--- config.mk ---
export PLATFORM = sky130hd
export DESIGN_NAME = life_engine_param
export DESIGN_NICKNAME = d
export VERILOG_FILES = /design/src/rtl/life_engine_param.sv
export SDC_FILE = /design/constraint.sdc
export NUM_CORES = 1
export LEC_CHECK = 0
export CAP_MARGIN = 20
export CORE_ASPECT_RATIO = 0.6
export CORE_MARGIN = 4
export CORE_UTILIZATION = 30
export CTS_CLUSTER_SIZE = 16
export DETAILED_ROUTE_END_ITERATION = 10
export GPL_ROUTABILITY_DRIVEN = 0
export PLACE_DENSITY_LB_ADDON = 0.1
export SLEW_MARGIN = 20
export SYNTH_ARGS = -nofsm -noshare
export SYNTH_HDL_FRONTEND = slang
export SYNTH_SLANG_ARGS = --single-unit
--- constraint.sdc ---
create_clock -name clk -period 8.4 [get_ports clk]
set_input_delay 0.84 -clock clk [delete_from_list [all_inputs] [get_ports clk]]
set_output_delay 0.84 -clock clk [all_outputs]
set_load 0.005 [all_outputs]
--- src/rtl/life_engine_param.sv ---
// life_engine_param
//   Parametrised Game-of-Life engine for a 2^LOG_W x 2^LOG_H board, one cell
//   evaluated per clock. Topology (toroidal / dead edge) and the B/S rule masks
//   are chosen per STEP. The next generation is built in a shadow board and
//   copied to the visible board in one cycle, gated by a display-safe strobe,
//   so readers never see a half-evaluated generation.
//
//   Optional feature: define LIFE_STILL_DETECT_EN to enable still-life detection
//   (stable=1 after a STEP in which no cell changed). Undefined: stable tied 0.
//
// Ports
//   clk, rst_n              clock, asynchronous active-low reset
//   cmd_valid/cmd_ready     command handshake (ready only in IDLE)
//   cmd_op                  0=STEP 1=CLEAR 2=RANDOM 3=NOP
//   rnd_bit                 random source written cell by cell during RANDOM
//   commit_ok               strobe that allows the shadow board to be committed
//   wrap_en                 1=toroidal, 0=cells outside the board are dead
//   birth_mask/survive_mask bit n: birth / survival with n live neighbours
//   wr_en/wr_addr/wr_data   host single-cell write {row,col}, IDLE only
//   rd_addr/rd_data         combinational read of the committed board
//   busy, done              ~cmd_ready; one-cycle completion pulse
//   generation              steps since last CLEAR/RANDOM
//   alive_count             live cells in the committed board
//   stable                  still-life indication (see above)
module life_engine_param #(
   parameter int LOG_W = 3,
   parameter int LOG_H = 3,
   parameter int GEN_W = 16
) (
   input  logic                   clk,
   input  logic                   rst_n,
   input  logic                   cmd_valid,
   output logic                   cmd_ready,
   input  logic [1:0]             cmd_op,
   input  logic                   rnd_bit,
   input  logic                   commit_ok,
   input  logic                   wrap_en,
   input  logic [8:0]             birth_mask,
   input  logic [8:0]             survive_mask,
   input  logic                   wr_en,
   input  logic [LOG_W+LOG_H-1:0] wr_addr,
   input  logic                   wr_data,
   input  logic [LOG_W+LOG_H-1:0] rd_addr,
   output logic                   rd_data,
   output logic                   busy,
   output logic                   done,
   output logic [GEN_W-1:0]       generation,
   output logic [LOG_W+LOG_H:0]   alive_count,
   output logic                   stable
);

   localparam int A = LOG_W + LOG_H;
   localparam int N = 1 << A;

   localparam logic [1:0] OP_STEP   = 2'd0;
   localparam logic [1:0] OP_CLEAR  = 2'd1;
   localparam logic [1:0] OP_RANDOM = 2'd2;
   localparam logic [1:0] OP_NOP    = 2'd3;

   typedef enum logic [1:0] {IDLE, EVAL, COMMIT, FILL} state_t;

   state_t           state_q, state_d;
   logic [N-1:0]     board_q;
   logic [N-1:0]     next_q;
   logic [A-1:0]     idx_q;
   logic [A:0]       live_acc_q;
   logic             wrap_q;
   logic [8:0]       birth_q;
   logic [8:0]       survive_q;
   logic             done_d;
   logic             accept;
   logic             idx_last;
   logic [LOG_H-1:0] row;
   logic [LOG_W-1:0] col;
   logic [LOG_H:0]   nb_row;
   logic [LOG_W:0]   nb_col;
   logic [3:0]       nsum;
   logic             cur_cell;
   logic             new_cell;

   assign cmd_ready = (state_q == IDLE);
   assign busy      = ~cmd_ready;
   assign accept    = cmd_valid & cmd_ready;
   assign idx_last  = &idx_q;
   assign rd_data   = board_q[rd_addr];
   assign row       = idx_q[A-1:LOG_W];
   assign col       = idx_q[LOG_W-1:0];
   assign cur_cell  = board_q[idx_q];

   // Neighbour coordinates are formed one bit wider than the board so that
   // stepping off either edge (to -1 or to the size) sets the extra bit: the
   // low bits are then the toroidal wrap, and the extra bit marks a dead cell.
   always_comb begin
      nsum   = '0;
      nb_row = '0;
      nb_col = '0;
      for (int dy = 0; dy < 3; dy++) begin
         for (int dx = 0; dx < 3; dx++) begin
            nb_row = {1'b0, row} + (LOG_H+1)'(dy) - (LOG_H+1)'(1);
            nb_col = {1'b0, col} + (LOG_W+1)'(dx) - (LOG_W+1)'(1);
            if (!(dy == 1 && dx == 1)) begin
               nsum = nsum + 4'(board_q[{nb_row[LOG_H-1:0], nb_col[LOG_W-1:0]}]
                               & (wrap_q | ~(nb_row[LOG_H] | nb_col[LOG_W])));
            end
         end
      end
   end

   assign new_cell = cur_cell ? survive_q[nsum] : birth_q[nsum];

   always_ff @(posedge clk or negedge rst_n) begin
      if (!rst_n) state_q <= IDLE;
      else        state_q <= state_d;
   end

   always_comb begin
      state_d = state_q;
      done_d  = 1'b0;
      case (state_q)
         IDLE: begin
            if (accept) begin
               case (cmd_op)
                  OP_STEP:   state_d = EVAL;
                  OP_RANDOM: state_d = FILL;
                  OP_CLEAR,
                  OP_NOP:    done_d  = 1'b1;
                  default:   done_d  = 1'b1;
               endcase
            end
         end
         EVAL: begin
            if (idx_last) state_d = COMMIT;
         end
         COMMIT: begin
            if (commit_ok) begin
               state_d = IDLE;
               done_d  = 1'b1;
            end
         end
         FILL: begin
            if (idx_last) begin
               state_d = IDLE;
               done_d  = 1'b1;
            end
         end
         default: state_d = IDLE;
      endcase
   end

   // Board, counters and the per-STEP snapshot of topology and rules.
   // A host write only lands when no command is accepted in the same cycle.
   always_ff @(posedge clk or negedge rst_n) begin
      if (!rst_n) begin
         board_q     <= '0;
         next_q      <= '0;
         idx_q       <= '0;
         live_acc_q  <= '0;
         wrap_q      <= 1'b0;
         birth_q     <= '0;
         survive_q   <= '0;
         done        <= 1'b0;
         generation  <= '0;
         alive_count <= '0;
      end else begin
         done <= done_d;
         case (state_q)
            IDLE: begin
               idx_q      <= '0;
               live_acc_q <= '0;
               if (accept) begin
                  case (cmd_op)
                     OP_STEP: begin
                        wrap_q    <= wrap_en;
                        birth_q   <= birth_mask;
                        survive_q <= survive_mask;
                     end
                     OP_CLEAR: begin
                        board_q     <= '0;
                        alive_count <= '0;
                        generation  <= '0;
                     end
                     OP_RANDOM: generation <= '0;
                     default: ;
                  endcase
               end else if (wr_en && (board_q[wr_addr] != wr_data)) begin
                  board_q[wr_addr] <= wr_data;
                  alive_count      <= wr_data ? alive_count + 1'b1 : alive_count - 1'b1;
               end
            end
            EVAL: begin
               next_q[idx_q] <= new_cell;
               live_acc_q    <= live_acc_q + (A+1)'(new_cell);
               idx_q         <= idx_q + 1'b1;
            end
            COMMIT: begin
               if (commit_ok) begin
                  board_q     <= next_q;
                  alive_count <= live_acc_q;
                  generation  <= generation + 1'b1;
               end
            end
            FILL: begin
               board_q[idx_q] <= rnd_bit;
               live_acc_q     <= live_acc_q + (A+1)'(rnd_bit);
               idx_q          <= idx_q + 1'b1;
               if (idx_last) alive_count <= live_acc_q + (A+1)'(rnd_bit);
            end
            default: ;
         endcase
      end
   end

`ifdef LIFE_STILL_DETECT_EN
   logic changed_q;
   logic stable_q;

   // changed_q collects any cell flip during EVAL; it becomes the stable flag
   // only when the generation is actually committed.
   always_ff @(posedge clk or negedge rst_n) begin
      if (!rst_n) begin
         changed_q <= 1'b0;
         stable_q  <= 1'b0;
      end else begin
         case (state_q)
            IDLE: begin
               if (accept) begin
                  changed_q <= 1'b0;
                  if (cmd_op == OP_CLEAR || cmd_op == OP_RANDOM) stable_q <= 1'b0;
               end else if (wr_en && (board_q[wr_addr] != wr_data)) begin
                  stable_q <= 1'b0;
               end
            end
            EVAL: begin
               if (new_cell != cur_cell) changed_q <= 1'b1;
            end
            COMMIT: begin
               if (commit_ok) stable_q <= ~changed_q;
            end
            default: ;
         endcase
      end
   end

   assign stable = stable_q;
`else
   assign stable = 1'b0;
`endif

endmodule
; Yosys cells after proc, flatten, opt, wreduce, memory -nomap -nowiden
; Cells that the tools add are included.
[op_classes]
n_addsub = 23
n_lt_le_gt_ge = 14
n_eq_ne = 15
muxes = 63
bitwise = 34
reduce_logical = 18
[ops]
columns = cell, n
row1 = $mux W64, 4
row2 = $bwmux W64, 3
row3 = $pmux W64 S3, 1
row4 = $lt A6 B7 Y1 const B, 11
row5 = $bmux W1 S6, 11
row6 = $mux W16, 3
row7 = $mux W7, 6
row8 = $pmux W7 S3, 2
row9 = $and A1 B4 Y4, 8
row10 = $not A1 Y4, 8
row11 = $or A1 B4 Y4, 8
row12 = $pmux W16 S2, 1
row13 = $add A4 B4 Y4, 7
row14 = $mux W1, 20
row15 = $add A16 B1 Y16 const B, 1
row16 = $sub A4 B1 Y4 const B, 4
row17 = $add A7 B1 Y7, 2
row18 = $demux W1 S6, 2
row19 = $ge A6 B1 Y1 const B, 2
row20 = $pmux W6 S2, 1
row21 = $reduce_and A5 Y1, 2
row22 = $add A3 B1 Y4 const B, 2
row23 = $add A3 B2 Y4 const B, 2
row24 = $bmux W1 S4, 2
row25 = 27 further kinds, 54
[word_totals]
regBits = 186
input_bits = 40
output_inout_bits = 28
elab_cells = 178

; Depth between registers and ports, before layout
; Gate-level depths: netlist of the first run.
[depth]
depth_word = 18
depth_mapped = 28
mapped_depth_nobuf = 26

; Least setup slack after synthesis of the first run
; OpenSTA, ideal clock, no wires.
[synth_timing]
path_type = reg-to-reg
start = reg idx_q[0]
end = reg live_acc_q[4]
setup_time_ns = 0.130
t_arrival_ns = 6.867
required_time_ns = 8.270
slack_ns = 1.403
path_stages_with_launch = 28
n_path_buf = 2
period_less_slack_ns = 6.997
cell_sequence = dfrtp_1 > buf_4 > buf_4 > clkinv_1 > ha_1 > xor2_2 > mux4_2 > nor2_1 > a21oi_1 > mux4_2 > and2_1 > fa_1 > inv_1 > fa_1 > fa_1 > inv_1 > ha_1 > inv_1 > fa_1 > mux4_2 > mux2_2 > a22oi_1 > mux2i_1 > ha_1 > ha_1 > nand3_1 > xor2_1 > o21ai_0
[synth_between]
elab_chain_cells = 18
word_cells_on_any_way = 69
cone_classes = 13 x add/sub / 24 x mux / 32 x bitwise
[synth_rtl]
columns = element, line
row1 = "start, declared", 65  ; logic [A-1:0] idx_q;
row2 = "start signal, assigned", 193  ; idx_q <= idx_q + 1'b1;
row3 = "start signal, assigned", 205  ; idx_q <= idx_q + 1'b1;
row4 = "parallel branches: the longest is 15 deep, another holds $add A3 B1 Y4", -
row5 = $mux W1 (*), 109  ; assign new_cell = cur_cell ? survive_q[nsum] : birth_q[nsum];
row6 = net new_cell, 79  ; logic new_cell;
row7 = $add A7 B1 Y7 (*), 192  ; live_acc_q <= live_acc_q + (A+1)'(new_cell);
row8 = $pmux W7 S3 (*), 166  ; case (state_q)
row9 = "end signal, assigned", 192
row10 = "end signal, assigned", 204  ; live_acc_q <= live_acc_q + (A+1)'(rnd_bit);
row11 = "end, declared", 66  ; logic [A:0] live_acc_q;
; Mark *: on every way through the listed nets, which the timed path passes. The select of a mux whose other input is x is not followed.
; A chain may end at the register's enable or synchronous reset.

; Final worst setup path of the first run
[layout_timing]
start = reg idx_q[0]
end = reg next_q[62]
[layout_between]
elab_chain_cells = 17
word_cells_on_any_way = 73
cone_classes = 12 x add/sub / 2 x order compare / 26 x mux / 32 x bitwise / 1 x reduce/logical
[layout_rtl]
columns = element, line
row1 = "parallel branches: the longest is 16 deep, another holds $add A3 B1 Y4", -
row2 = $bwmux W64 (*), 191  ; next_q[idx_q] <= new_cell;
row3 = "end signal, assigned by index", 191
row4 = "end, declared", 64  ; logic [N-1:0] next_q;
; Every way passes the cells marked *. The select of a mux whose other input is x is not followed.

==> results of run 1 <==
[cell families (layout without fill, tap and decap cells)]
kind of cell / count (synthesis) / count (layout) / share of synthesized area (%)
AO/OA/AOI/OAI: 539 / 539 / 24.3
other: 1 / 1 / 0.0260
AND/OR/NAND/NOR: 424 / 424 / 13.2
flip-flops: 186 / 186 / 32.2
adder cells (fa/ha/maj): 26 / 26 / 2.51
buffers and inverters: 175 / 154 / 5.58
XOR/XNOR: 31 / 31 / 1.98
multiplexers: 202 / 202 / 20.2
[metrics by stage]
step / instance area [µm²] / total power (W) / std cells / utilization [%]
3_3_place_gp: 15500 / 0.00107 / 2161 / 33.0
4_1_cts: 16100 / 0.00196 / 2193 / 34.3
6_report: 16100 / 0.00193 / 2193 / 34.3
2_1_floorplan: 14500 / 0.000998 / 1584 / -
3_5_place_dp: 15500 / 0.00107 / 2161 / 33.0
5_1_grt: 16100 / 0.00201 / 2193 / 34.3
[power by group]
part           internal (W)  switching [W]  total [W]
Clock              0.000451       0.000426   0.000877
Sequential         0.000898     0.00000788   0.000906
Combinational     0.0000539      0.0000975   0.000151
[metal layers]
metal | wire (µm) | vias up | track usage [%]
met3 | 5390 | 49 | 6.07
li1 | - | 5815 | -
met5 | 0 | - | 0
met1 | 30200 | 6742 | 36.4
met2 | 23300 | 577 | 30.3
met4 | 722 | 0 | 4.26
[final cells by class]
| class | count | area share, % |
|---|---|---|
| Multi-Input combinational cell | 1223 | 56.1 |
| Sequential cell | 186 | 28.9 |
| Timing Repair Buffer | 101 | 5.79 |
| Tap cell | 630 | 4.89 |
| Clock buffer | 17 | 2.64 |
| Clock inverter | 15 | 1.11 |
| Inverter | 21 | 0.489 |
[placed cells by master (no fill, tap or decap), drive strengths merged, types with 8 or more instances in the layout]
master         Yosys  routed
buf               52      37
inv               19      28
and3              21      21
o31ai             62      62
clkbuf           102      18
a22oi             63      63
a31oi             19      19
nand2            107     107
nand4             10      10
mux2              40      40
and2              10      10
nor2b              8       8
nor2             180     180
dfrtp            186     186
xnor2             14      14
xor2              17      17
o21ai            119     119
clkdlybuf4s50      0      63
a21oi            223     223
mux4              66      66
nand3             49      49
mux2i             96      96
ha                21      21
nor3              16      16
[state kept, by name, summed over array words and instances, names as in the netlist]
register and cells:
live_acc_q 7, wrap_q 1, done 1, next_q 64
birth_q 9, state_q 2, generation 16, survive_q 9
alive_count 7, idx_q 6, board_q 64
[worst max-delay path by stage]
stage / slack (ns) / cells past startpoint / start / end
after floorplan: 1.40 / 27 / idx_q[0] / live_acc_q[4]
after global placement: 1.12 / 25 / idx_q[0] / live_acc_q[6]
after detailed placement: 1.04 / 22 / idx_q[0] / next_q[62]
after CTS: 1.01 / 26 / idx_q[1] / live_acc_q[6]
after global routing: 0.60 / 22 / idx_q[0] / next_q[62]
final: 1.02 / 22 / idx_q[0] / next_q[62]
[worst reg2reg max path, stage by stage, from the launching register on]
cell	delay, ns
dfrtp_2	0.36
buf_4	0.70
mux2_2	0.51
mux4_2	0.49
nor2_1	0.11
a21oi_1	0.07
mux4_2	0.49
and2_1	0.17
fa_1	0.54
inv_1	0.06
fa_1	0.51
fa_1	0.48
inv_1	0.07
ha_1	0.16
inv_1	0.05
fa_1	0.59
mux4_2	0.32
mux2_2	0.27
a22oi_1	0.18
nor2b_1	0.10
o2bb2ai_1	0.23
nor2_1	0.63
a21oi_1	0.16
==> reports/qor.txt, run 1 <==
Pleak = 6.53 nW
Clock period minus final worst setup slack = 7.38 ns
Sum of net half-perimeters after detailed placement = 41.5 mm
Largest net degree at the start of global routing = 127
Proportion of layout cells with a drive suffix above 1 = 16.3%
Buffering stage count on the worst path with inverters included = 4
Number of sinks driven by the clock tree = 186
Crit-path leading delay family = adder cells
Total global routing overflow = 0
Row count = 61
Run status = finished, final reports clean
Critical Path Source Type = flop
Setup-failing EPs final = 0
Setup repair after global routing missed its margin = no
Synth async-reset ratio = 100%
CP required = 8.71 ns
Pre-Repair DR Iteration Count = 5
Post-Synthesis Cell Area = 14500 µm²
Peak supply drop = 0.138 mV
PD cells = 120 nW/µm²
CP max stage cell = buf_4
Warning count from the yosys run = 0
Number of nets still failing antenna checks after routing = 0
Arr. time, crit path = 7.69 ns
Worst Hold Slack = 0.390 ns
Maximum fanout along the worst path = 69
Diodes inserted = 0
Post-synth top flop = dfrtp_1
Area share of the largest cell type after synthesis = 32.2%
Input/output buffers = 66
Die width = 291 µm
Setup Crit Path Kind = reg -> reg
Clk_lat worst skew = 0.47 ns
Most common cell in the netlist = a21oi_1
Top area cells in the synthesized netlist = dfrtp_1, mux4_2, a21oi_1, mux2i_1, o31ai_2
Root buf cell = clkbuf_16
Share of the yosys chip area belonging to registers = 32.2%
Maximum Capacitance Violations = 0
CP endpoint kind = flop
Final worst path period share = 87.9%
Die Y = 178 µm
Boundary Pins = 68
Post-CTS Setup Repair Bufs = 0
DRC = 0
Setup total negative slack = 0 ns
Flops & latches, synth = 186
Worst Tran Pin Value = 1.20 ns
Max-slew headroom at the worst pin = 20.2%
Total Nets Final = 1616
Number of failing hold endpoints at the final stage = 0
Post_cts resized = 0
Number of antenna violations at the first check in global routing = 1
Iter 0 DRT Violations = 1458
Count of distinct cell types in the synthesized netlist = 69
Synthesized area divided by synthesized cell count = 9.12 µm²
Clock tree buffer depth = 2
Cell type with the highest occurrence count on the critical path = fa_1
Register clock-pin slew on the reported worst setup and hold paths = 0.08 ns
Worst hold path type = in -> async
Number of hold buffers added after CTS = 0
Cell-by-cell listing of the critical path = buf_4, mux2_2, mux4_2, nor2_1, a21oi_1, mux4_2, and2_1, fa_1, inv_1, fa_1, fa_1, inv_1, ha_1, inv_1, fa_1, mux4_2, mux2_2, a22oi_1, nor2b_1, o2bb2ai_1, nor2_1, a21oi_1
Vias = 13200
R2R Setup Slk = 1.02 ns
Slowest cell delay on critical path = 0.70 ns
Worst reg2reg path endpoint = next_q[62]
CTS tree = built
Worst Reg2Reg Path Length in Cells = 22
Highest attainable clock frequency = 135 MHz
Top cells by count, synth = a21oi_1, dfrtp_1, nor2_1, o21ai_0, nand2_1
Starting density of the core = 30.8%
Cell type with the highest aggregate area in the netlist = dfrtp_1
H-tree lvl count = 4
CTS buffer count = 17
Syn nets = 1650
Number of enable flip-flop cells after synthesis = 0
Launch point of the worst reg-to-reg path = idx_q[0]
Area growth syn-to-layout = 11.5%
Worst Clk Skew = 0.0116 ns
Area taken by flip-flops and latches = 4660 µm²
Global-route wire length before repair = 88.3 mm
Layout filler cell count = 4820
Vias in the first global route = 12500
DIE AREA = 51900 µm²
Worst-case setup margin in the final layout = 1.02 ns
Detailed-route wire length = 59.6 mm
Place WS = 1.04 ns
Wire per inst = 27.2 µm
Overall routing resource usage = 22.8%
Post-Syn Instances = 1584
Area inside the core boundary = 46900 µm²
Final Max Tran Viols = 0
Area of combinational cells with multiple inputs = 9040 µm²
Vias per inst = 6.01
Note: power is estimated with default switching activity, not from simulation.
==> run 2, diff against run 1 <==
clock period = 6.5 ns   (was 8.4 ns; I/O delays follow)
==> run 2 against run 1 <==
Against the previous run:
- the flow now finishes with violations (setup timing)
- flip-flop and latch count unchanged
- non-clock buffer count rose by 78
- critical path depth up 3
- worst setup slack worse by 1.0 ns
- wire length increased by 6.0%
- clock skew decreased by 0.00096 ns
- first-iteration DRC count increased by 1.4%
- combinational power increased by 36%
- cell count grew 3.6%
- design area grew 6.6%
- clock-buffer cell count grew 1
- sequential share of layout area fell by 1.8 points
- critical path type unchanged
- largest power group is now the clock network
- highest routed layer is now met5
==> reports/qor.txt, run 2 (synthesis results as in run 1) <==
Critical Path Source Type = flop (unchanged)
Proportion of power drawn by flip-flops and latches = 45.7% (was 46.8%)
Setup-failing EPs final = 2 (was 0)
Number of failing hold endpoints at the final stage = 0 (unchanged)
Launch point of the worst reg-to-reg path = idx_q[0] (unchanged)
Net Switching = 0.000696 W (was 0.000531 W)
Run status = complete, but fails checks (was finished, final reports clean)
Final worst path period share = 100% (was 87.9%)
DIE AREA = 51900 µm² (unchanged)
Place WS = -0.0715 ns (was 1.04 ns)
Row count = 61 (unchanged)
Total global routing overflow = 0 (unchanged)
Most frequent cells in the layout = a21oi_1, dfrtp_1, nor2_1 (unchanged)
Sum of net half-perimeters after detailed placement = 43.8 mm (was 41.5 mm)
Peak supply drop = 0.199 mV (was 0.138 mV)
Worst-case setup margin in the final layout = -0.0191 ns (was 1.02 ns)
Commonest non-fill, non-tap cell in the layout = a21oi_1 (unchanged)
Total Nets Final = 1694 (was 1616)
Maximum fanout along the worst path = 5 (was 69)
CP endpoint kind = flop (unchanged)
Setup Crit Path Kind = reg -> reg (unchanged)
Part of the power in the clock network = 46.3% (was 45.3%)
Clk_lat worst skew = 0.47 ns (about the same)
H-tree lvl count = 4 (unchanged)
Fraction of power spent switching nets = 27.2% (was 27.5%)
Overall routing resource usage = 23.8% (was 22.8%)
Number of sinks driven by the clock tree = 186 (unchanged)
Internal power of the cells = 0.00186 W (was 0.00140 W)
Highest attainable clock frequency = 153 MHz (was 135 MHz)
Wire per inst = 27.8 µm (was 27.2 µm)
Arr. time, crit path = 6.86 ns (was 7.69 ns)
Number of hold buffers added after CTS = 0 (unchanged)
Routing usage on met3 = 7.39% (was 6.07%)
Iter 0 DRT Violations = 1479 (was 1458)
Largest net degree at the start of global routing = 109 (was 127)
Registers with the highest flip-flop counts = board_q (64), next_q (64), generation (16) (unchanged)
Area growth syn-to-layout = 18.8% (was 11.5%)
Vias in the first global route = 13000 (was 12500)
Maximum Capacitance Violations = 0 (unchanged)
Root buf cell = clkbuf_16 (unchanged)
Area inside the core boundary = 46900 µm² (unchanged)
Max-slew headroom at the worst pin = 8.93% (was 20.2%)
Starting density of the core = 30.8% (unchanged)
Final Max Tran Viols = 0 (unchanged)
Die Y = 178 µm (unchanged)
Input/output buffers = 66 (unchanged)
Worst Hold Slack = 0.183 ns (was 0.390 ns)
Met2 capacity usage during global routing = 31.2% (was 30.3%)
Worst Clk Skew = 0.0106 ns (was 0.0116 ns)
Die width = 291 µm (unchanged)
Register clock-pin slew on the reported worst setup and hold paths = 0.08 ns (about the same)
Detailed-route wire length = 63.1 mm (was 59.6 mm)
PD cells = 149 nW/µm² (was 120 nW/µm²)
Global routing's busiest layer = met1 (unchanged)
Worst Tran Pin Value = 1.36 ns (was 1.20 ns)
Global-route wire length before repair = 91.6 mm (was 88.3 mm)
Vias per inst = 5.98 (was 6.01)
CP required = 6.84 ns (was 8.71 ns)
Clock tree buffer depth = 2 (unchanged)
Met1 capacity usage during global routing = 37.5% (was 36.4%)
Vias = 13600 (was 13200)
Setup repair after global routing missed its margin = yes (was no)
DRC = 0 (unchanged)
Clock period minus final worst setup slack = 6.52 ns (was 7.38 ns)
CTS tree = built (unchanged)
Critical path origin = idx_q[0] (unchanged)
Pre-Repair DR Iteration Count = 5 (unchanged)
Number of nets still failing antenna checks after routing = 0 (unchanged)
Pleak = 7.03 nW (was 6.53 nW)
Diodes inserted = 0 (unchanged)
Violated checks = setup timing
Boundary Pins = 68 (unchanged)
Logic pwr share = 8.0% (was 7.8%)
Worst hold path type = in -> async (unchanged)
Number of antenna violations at the first check in global routing = 1 (unchanged)
CTS buffer count = 17 (unchanged)
Proportion of layout cells with a drive suffix above 1 = 23.8% (was 16.3%)
[run 2: final cells by class]
class	instances	area, µm²
Fill cell	4742	29800
Multi-Input combinational cell	1223	9320
Sequential cell	186	4660
Timing Repair Buffer	179	1680
Tap cell	630	788
Clock buffer	18	439
Clock inverter	14	184
Inverter	21	96.3
[run 2: per-stage QoR]
step                      util [%]  instances  setup TNS [ns]  power (W)  area (µm²)
after floorplan                  -       1584               0    0.00129       14500
after global placement        34.3       2227         -0.0365    0.00139       16100
after detailed placement      34.3       2227          -0.357    0.00139       16100
after CTS                     35.7       2260               0    0.00258       16700
after global routing          36.6       2271          -10.75    0.00265       17200
final                         36.6       2271         -0.0244    0.00256       17200
[run 2: critical path, stage by stage, from the launching register on]
cell and delay (ns):
dfrtp_4 0.53, clkinv_8 0.06, ha_4 0.14, xor2_4 0.23
mux4_2 0.58, nor2_4 0.13, a21oi_2 0.05, mux4_2 0.48
and2_4 0.16, fa_1 0.52, inv_1 0.05, fa_1 0.49
fa_1 0.41, inv_1 0.07, ha_2 0.18, inv_2 0.04
fa_2 0.64, mux4_2 0.32, mux2_4 0.29, a22oi_2 0.16
mux2i_2 0.14, ha_4 0.21, ha_4 0.18, buf_4 0.13
xnor2_1 0.13, o21ai_1 0.07
[run 2: layer usage]
| layer | vias to the layer above | share of wire, % |
|---|---|---|
| met5 | - | 0.013 |
| li1 | 5955 | - |
| met2 | 601 | 38 |
| met1 | 6951 | 50 |
| met3 | 64 | 10 |
| met4 | 2 | 1.5 |
[run 2: repair_timing]
item	4_1_cts	5_1_grt
setup buffers	1	8
pin swaps	2	34
cloned	0	3
endpoints found under the setup margin	15	70
gates resized for setup	2	71
[run 2: power groups by stage]
stage | registers, W | clock network, W | logic [W]
floorplan | 0.00119 | 0 | 0.000101
global placement | 0.00119 | 0 | 0.000201
detailed placement | 0.00119 | 0 | 0.000203
CTS | 0.00117 | 0.00121 | 0.000203
global route | 0.00117 | 0.00126 | 0.000220
finish | 0.00117 | 0.00118 | 0.000205
[run 2: worst paths after layout]
path	endpoint	depth (start not counted)	slack, ns
max reg2reg	live_acc_q[2]	25	-0.02
max	live_acc_q[2]	25	-0.02
min reg2reg	survive_q[0]	1	0.51
max in group asynchronous	next_q[39]	2	5.18
min in group clk	survive_q[0]	1	0.51
min	generation[13]	1	0.18
